===== config.mk =====
export PLATFORM = sky130hd
export DESIGN_NAME = bsg_cgol_input_deser
export DESIGN_NICKNAME = d
export VERILOG_FILES = /design/src/rtl/bsg_cgol_pkg.sv /design/src/rtl/bsg_cgol_beat_counter.sv /design/src/rtl/bsg_cgol_input_deser.sv
export SDC_FILE = /design/constraint.sdc
export NUM_CORES = 2
export LEC_CHECK = 0
export ABC_AREA = 0
export CORE_AREA = 4 4 431 433
export CTS_BUF_LIST = sky130_fd_sc_hd__clkbuf_8
export DETAILED_ROUTE_END_ITERATION = 6
export DIE_AREA = 0 0 435 437
export PLACE_DENSITY_LB_ADDON = 0.15
export SLEW_MARGIN = 20
export SYNTH_ARGS = -nofsm -noshare
export SYNTH_HDL_FRONTEND = slang
export SYNTH_SLANG_ARGS = --single-unit

===== constraint.sdc =====
create_clock -name clk_i -period 89.2 [get_ports clk_i]
set_clock_uncertainty 0.05 [all_clocks]
set_input_delay 17.84 -clock clk_i [delete_from_list [all_inputs] [get_ports clk_i]]
set_output_delay 17.84 -clock clk_i [all_outputs]
set_load 0.1 [all_outputs]

===== src/rtl/bsg_cgol_pkg.sv =====
// Shared definitions for the Game-of-Life input path and controller.
// Holds the input-deserializer state encoding and the width/beat-count
// helper functions, so every block sizes the frame count the same way.
package bsg_cgol_pkg;

    typedef enum logic [1:0] {
        HEADER = 2'd0,
        LOAD   = 2'd1,
        FULL   = 2'd2
    } deser_state_e;

    // Like $clog2, but never returns 0, so a one-value counter still gets 1 bit.
    function automatic int safe_clog2(input int x);
        return (x <= 1) ? 1 : $clog2(x);
    endfunction

    function automatic int ceil_div(input int num, input int den);
        return (num + den - 1) / den;
    endfunction

    // The frame count must hold every value from 0 to max_game_length inclusive.
    function automatic int game_len_width(input int max_game_length);
        return safe_clog2(max_game_length + 1);
    endfunction

endpackage


===== src/rtl/bsg_cgol_beat_counter.sv =====
// Purpose: beat index for the board load. Supports a clear and an increment, and flags the final beat.
// Latency: count_o changes on the edge after clear_i or incr_i; last_o is a pure decode of count_o.
// Backpressure: none. The caller asserts incr_i only on an accepted beat.
// Ports: clk_i/reset_i (async, active-high), clear_i, incr_i -> count_o, last_o.
module bsg_cgol_beat_counter
    import bsg_cgol_pkg::*;
#(
    parameter  int max_val_p = 2,
    localparam int width_lp  = safe_clog2(max_val_p)
) (
    input  logic                clk_i,
    input  logic                reset_i,
    input  logic                clear_i,
    input  logic                incr_i,
    output logic [width_lp-1:0] count_o,
    output logic                last_o
);

    localparam logic [width_lp-1:0] last_val_lp = width_lp'(max_val_p - 1);

    logic [width_lp-1:0] count_q;
    logic [width_lp-1:0] count_d;

    always_comb begin
        count_d = count_q;
        if (clear_i) begin
            count_d = '0;
        end else if (incr_i) begin
            count_d = count_q + width_lp'(1);
        end
    end

    always_ff @(posedge clk_i or posedge reset_i) begin
        if (reset_i) begin
            count_q <= '0;
        end else begin
            count_q <= count_d;
        end
    end

    assign count_o = count_q;
    assign last_o  = (count_q == last_val_lp);

endmodule


===== src/rtl/bsg_cgol_input_deser.sv =====
// Purpose: collects one header word (the frame count) and a row-major board from a narrow stream.
//          It then presents the board and frame count together to the controller.
// Latency: v_o rises the cycle after the last board beat. ready_o returns one cycle after the output handshake.
// Backpressure: ready_o is low while a board is held. Outputs stay stable until ready_i accepts them.
// Ports: clk_i, reset_i (async, active-high); v_i/data_i/ready_o input stream;
//        v_o/frames_o/data_o/ready_i output handshake. data_o bit r*board_width_p+c is cell (r,c).
module bsg_cgol_input_deser
    import bsg_cgol_pkg::*;
#(
    parameter  int board_width_p     = 32,
    parameter  int max_game_length_p = 1024,
    parameter  int data_width_p      = 64,
    localparam int game_len_width_lp = game_len_width(max_game_length_p),
    localparam int board_bits_lp     = board_width_p * board_width_p
) (
    input  logic                         clk_i,
    input  logic                         reset_i,
    input  logic                         v_i,
    input  logic [data_width_p-1:0]      data_i,
    output logic                         ready_o,
    output logic                         v_o,
    output logic [game_len_width_lp-1:0] frames_o,
    output logic [board_bits_lp-1:0]     data_o,
    input  logic                         ready_i
);

    localparam int beats_lp     = ceil_div(board_bits_lp, data_width_p);
    localparam int cnt_width_lp = safe_clog2(beats_lp);

    deser_state_e                 state_q, state_d;
    logic [game_len_width_lp-1:0] frames_q, frames_d;
    logic [board_bits_lp-1:0]     board_q, board_d;

    logic [cnt_width_lp-1:0] beat_cnt;
    logic                    beat_last;
    logic                    cnt_clear;
    logic                    cnt_incr;
    logic                    in_xfer;
    logic                    out_xfer;

    // Outputs decode state only, so there is no combinational path from ready_i or v_i.
    assign ready_o  = (state_q != FULL);
    assign v_o      = (state_q == FULL);
    assign frames_o = frames_q;
    assign data_o   = board_q;

    assign in_xfer  = v_i & ready_o;
    assign out_xfer = v_o & ready_i;

    bsg_cgol_beat_counter #(
        .max_val_p (beats_lp)
    ) beat_counter (
        .clk_i   (clk_i),
        .reset_i (reset_i),
        .clear_i (cnt_clear),
        .incr_i  (cnt_incr),
        .count_o (beat_cnt),
        .last_o  (beat_last)
    );

    always_comb begin
        state_d   = state_q;
        frames_d  = frames_q;
        board_d   = board_q;
        cnt_clear = 1'b0;
        cnt_incr  = 1'b0;
        unique case (state_q)
            HEADER: begin
                if (in_xfer) begin
                    // Upper header bits above the frame-count width are ignored.
                    frames_d  = data_i[game_len_width_lp-1:0];
                    cnt_clear = 1'b1;
                    state_d   = LOAD;
                end
            end
            LOAD: begin
                if (in_xfer) begin
                    // Per-bit write: the final beat may extend past the board.
                    // Bits beyond the last cell are dropped, not wrapped.
                    for (int i = 0; i < data_width_p; i++) begin
                        if (int'(beat_cnt) * data_width_p + i < board_bits_lp) begin
                            board_d[int'(beat_cnt) * data_width_p + i] = data_i[i];
                        end
                    end
                    if (beat_last) begin
                        state_d = FULL;
                    end else begin
                        cnt_incr = 1'b1;
                    end
                end
            end
            FULL: begin
                if (out_xfer) begin
                    state_d = HEADER;
                end
            end
            default: state_d = HEADER;
        endcase
    end

    always_ff @(posedge clk_i or posedge reset_i) begin
        if (reset_i) begin
            state_q  <= HEADER;
            frames_q <= '0;
            board_q  <= '0;
        end else begin
            state_q  <= state_d;
            frames_q <= frames_d;
            board_q  <= board_d;
        end
    end

endmodule


==> impl_metrics.yaml <==
status:
  outcome: "completed"
global_route:
  grt_max_degree: 106
  grt_overflow: 0
  antenna_found_initial: 11
  grt_pass1_wl_mm: 218.1
  grt_pass1_vias: 26344
  track_usage_pct: 16.13
drt:
  vias_per_cell: 4.059
  wl_met2_mm: 78.32
  routed.top_layer: "met5"
  drc_errors: 0
  wl_met1_mm: 62.29
  routedWlPerCell_um: 26.18
  ant_nets: 0
  routed_wl_mm: 157.5
  dr.pass1.iters: 4
  drtIter0Drc: 807
  dr_wl_met3_mm: 10.33
  dr_total_vias: 24413
floorplanning:
  io_pins: 1105
  rows: 157
  die_w_um: 435
  coreArea_mm2: 0.1821
  dieHeight_um: 437
  dieArea_mm2: 0.1901
  initial_core_util_pct: 21.67
cts:
  insertion_delay_ns: 0.90
  cts_resized: 0
  ctsRootBufferMaster: "clkbuf_8"
  cts.path.max_buffers: 3
  cts.reportedPaths.clkPinSlew_ns: 0.06
  cts.sinks: 1041
  htree_levels: 4
  cts_made_buffers: 194
  cts_tree: "done"
  post-cts-setup-buffers: 0
  ctsHoldBuffers: 0
synthesis:
  ys_seq_elements: 1041
  synth_top_area_share_pct: 66.02
  ys_seq_area_share_pct: 66.02
  avgSynthCellArea_um2: 17.13
  async_flop_share_pct: 100.0
  yosysWarningCount: 0
  synth_edf_count: 0
  yosys-top-cells-count: "dfrtp_1, mux2_2, clkbuf_1, mux2_1, buf_6"
  netlist_area_mm2: 0.03946
  synth.area.top_cells: "dfrtp_1, mux2_2, mux2_1, buf_6, buf_4"
  ys_types: 35
  syn_nets: 2376
  synthFlopType: "dfrtp_1"
  synthCells: 2304
  synthMostInstantiatedCell: "dfrtp_1"
  synth_top_cell_by_area: "dfrtp_1"
final_layout:
  drive_gt1_share_pct: 35.81
  fill_cells: 18441
  areaGrowthSynthToFinish_pct: 42.85
  final_nets: 3550
  instances_no_fill: 6015
setup_path:
  worstPathArrival_ns: 23.75
  worstSetupPathType: "in2async"
  cp.required_ns: 90.09
  startpoint_type: "input pin"
  r2r_slack_ns: 85.71
  critPathMaxFanout: 105
  cp-end-kind: "async pin"
sta:
  post-route-min-period_ns: 22.86
  tns_ns: 0
  fin_crit_sh_pct: 25.63
  fmax_ghz: 0.04374
  tightest_slew_ns: 1.181
  maxSlewViolCount: 0
  slew_headroom_pct: 21.04
  setup_viol: 0
  hold_viol: 0
  grt_setup_unrepaired: "false"
job:
  cap_violations: 0
worst_hold_path:
  hp-class: "reg2reg"
placed_design:
  hpwl_mm: 107.2
  io_buffer_count: 1104
  place.gp.congestion: 0.7386
  dp.cells: 5667
-- flip-flops by register name, summed over array words and instances, names as in the netlist --
signal and flops:
beat_counter.count_o 4, data_o 1024, frames_o 11, state_q 2
-- critical path: stages --
cell	delay, ns
clkdlybuf4s50_1	0.51
inv_8	0.56
buf_4	0.67
buf_4	0.70
buf_4	0.82
buf_4	0.79
buf_4	0.80
buf_4	0.73
-- layout make-up --
type / count / area, um^2 / share of cell area, %
Sequential cell: 1041 / 26050 / 46.22
Clock buffer: 223 / 3069 / 5.445
Inverter: 5 / 26.28 / 0.04662
Tap cell: 2385 / 2984 / 5.294
Antenna cell: 5 / 12.51 / 0.02220
Timing Repair Buffer: 1146 / 11370 / 20.18
Multi-Input combinational cell: 1090 / 12200 / 21.64
Clock inverter: 120 / 653.1 / 1.159
-- cell families after synthesis --
family          share of synthesized area (%)
fa+ha+maj                              0.1268
flops                                   66.02
buf+inv                                 3.158
compound gates                         0.1237
mux                                     29.56
simple gates                            1.008
-- cell usage in the layout, fill, tap and decap left out, types with 2 or more instances in the layout --
master and count:
nand2b_1 3, a21oi_1 4, clkdlybuf4s50_1 1099, nor2_8 4
clkbuf_8 223, or3b_2 2, clkinv_2 9, nand2_1 2
nand3_1 2, nor3_4 2, nand3b_4 2, inv_12 3
bufinv_16 2, mux2_2 976, clkinvlp_4 3, o21ai_0 3
nor2_4 8, nand3_2 2, ha_1 4, buf_2 2
clkinv_8 5, buf_4 43, diode_2 5, nand2b_4 2
nor2b_1 2, inv_6 4, inv_1 97, dfrtp_1 1041
inv_8 2, mux2_1 59
-- layer usage --
metal | global-route usage (%) | vias to the layer above
li1 | - | 10498
met1 | 18.41 | 12840
met2 | 27.75 | 814
met3 | 5.250 | 259
met4 | 6.753 | 2
met5 | 0 | -
-- per-stage QoR --
step	utilization, %	hold slack [ns]	worst slack [ns]	instance area, um^2
2_1_floorplan	-	0.4457	42.01	39460
3_3_place_gp	28.89	0.4164	65.06	52600
3_5_place_dp	28.90	0.4238	65.12	52630
4_1_cts	30.94	0.4360	66.19	56350
5_1_grt	30.95	0.4413	65.57	56360
6_report	30.95	0.4312	66.34	56360
-- final timing paths --
| path | start | end | cells after the start |
|---|---|---|---|
| setup / recovery | reset_i | data_o[446]$_DFFE_PP0P_ | 8 |
| hold / removal | data_o[390]$_DFFE_PP0P_ | data_o[390]$_DFFE_PP0P_ | 1 |
| setup reg to reg | beat_counter.count_o[3]$_DFFE_PP0P_ | data_o[178]$_DFFE_PP0P_ | 4 |
| hold reg to reg | data_o[390]$_DFFE_PP0P_ | data_o[390]$_DFFE_PP0P_ | 1 |
| max in group clk_i | state_q[0]$_DFFE_PP0P_ | v_o | 3 |
| min in group asynchronous | reset_i | data_o[960]$_DFFE_PP0P_ | 2 |
Power is not shown: default switching activity piles up to over one toggle a cycle in this logic, so the estimate is an artifact.
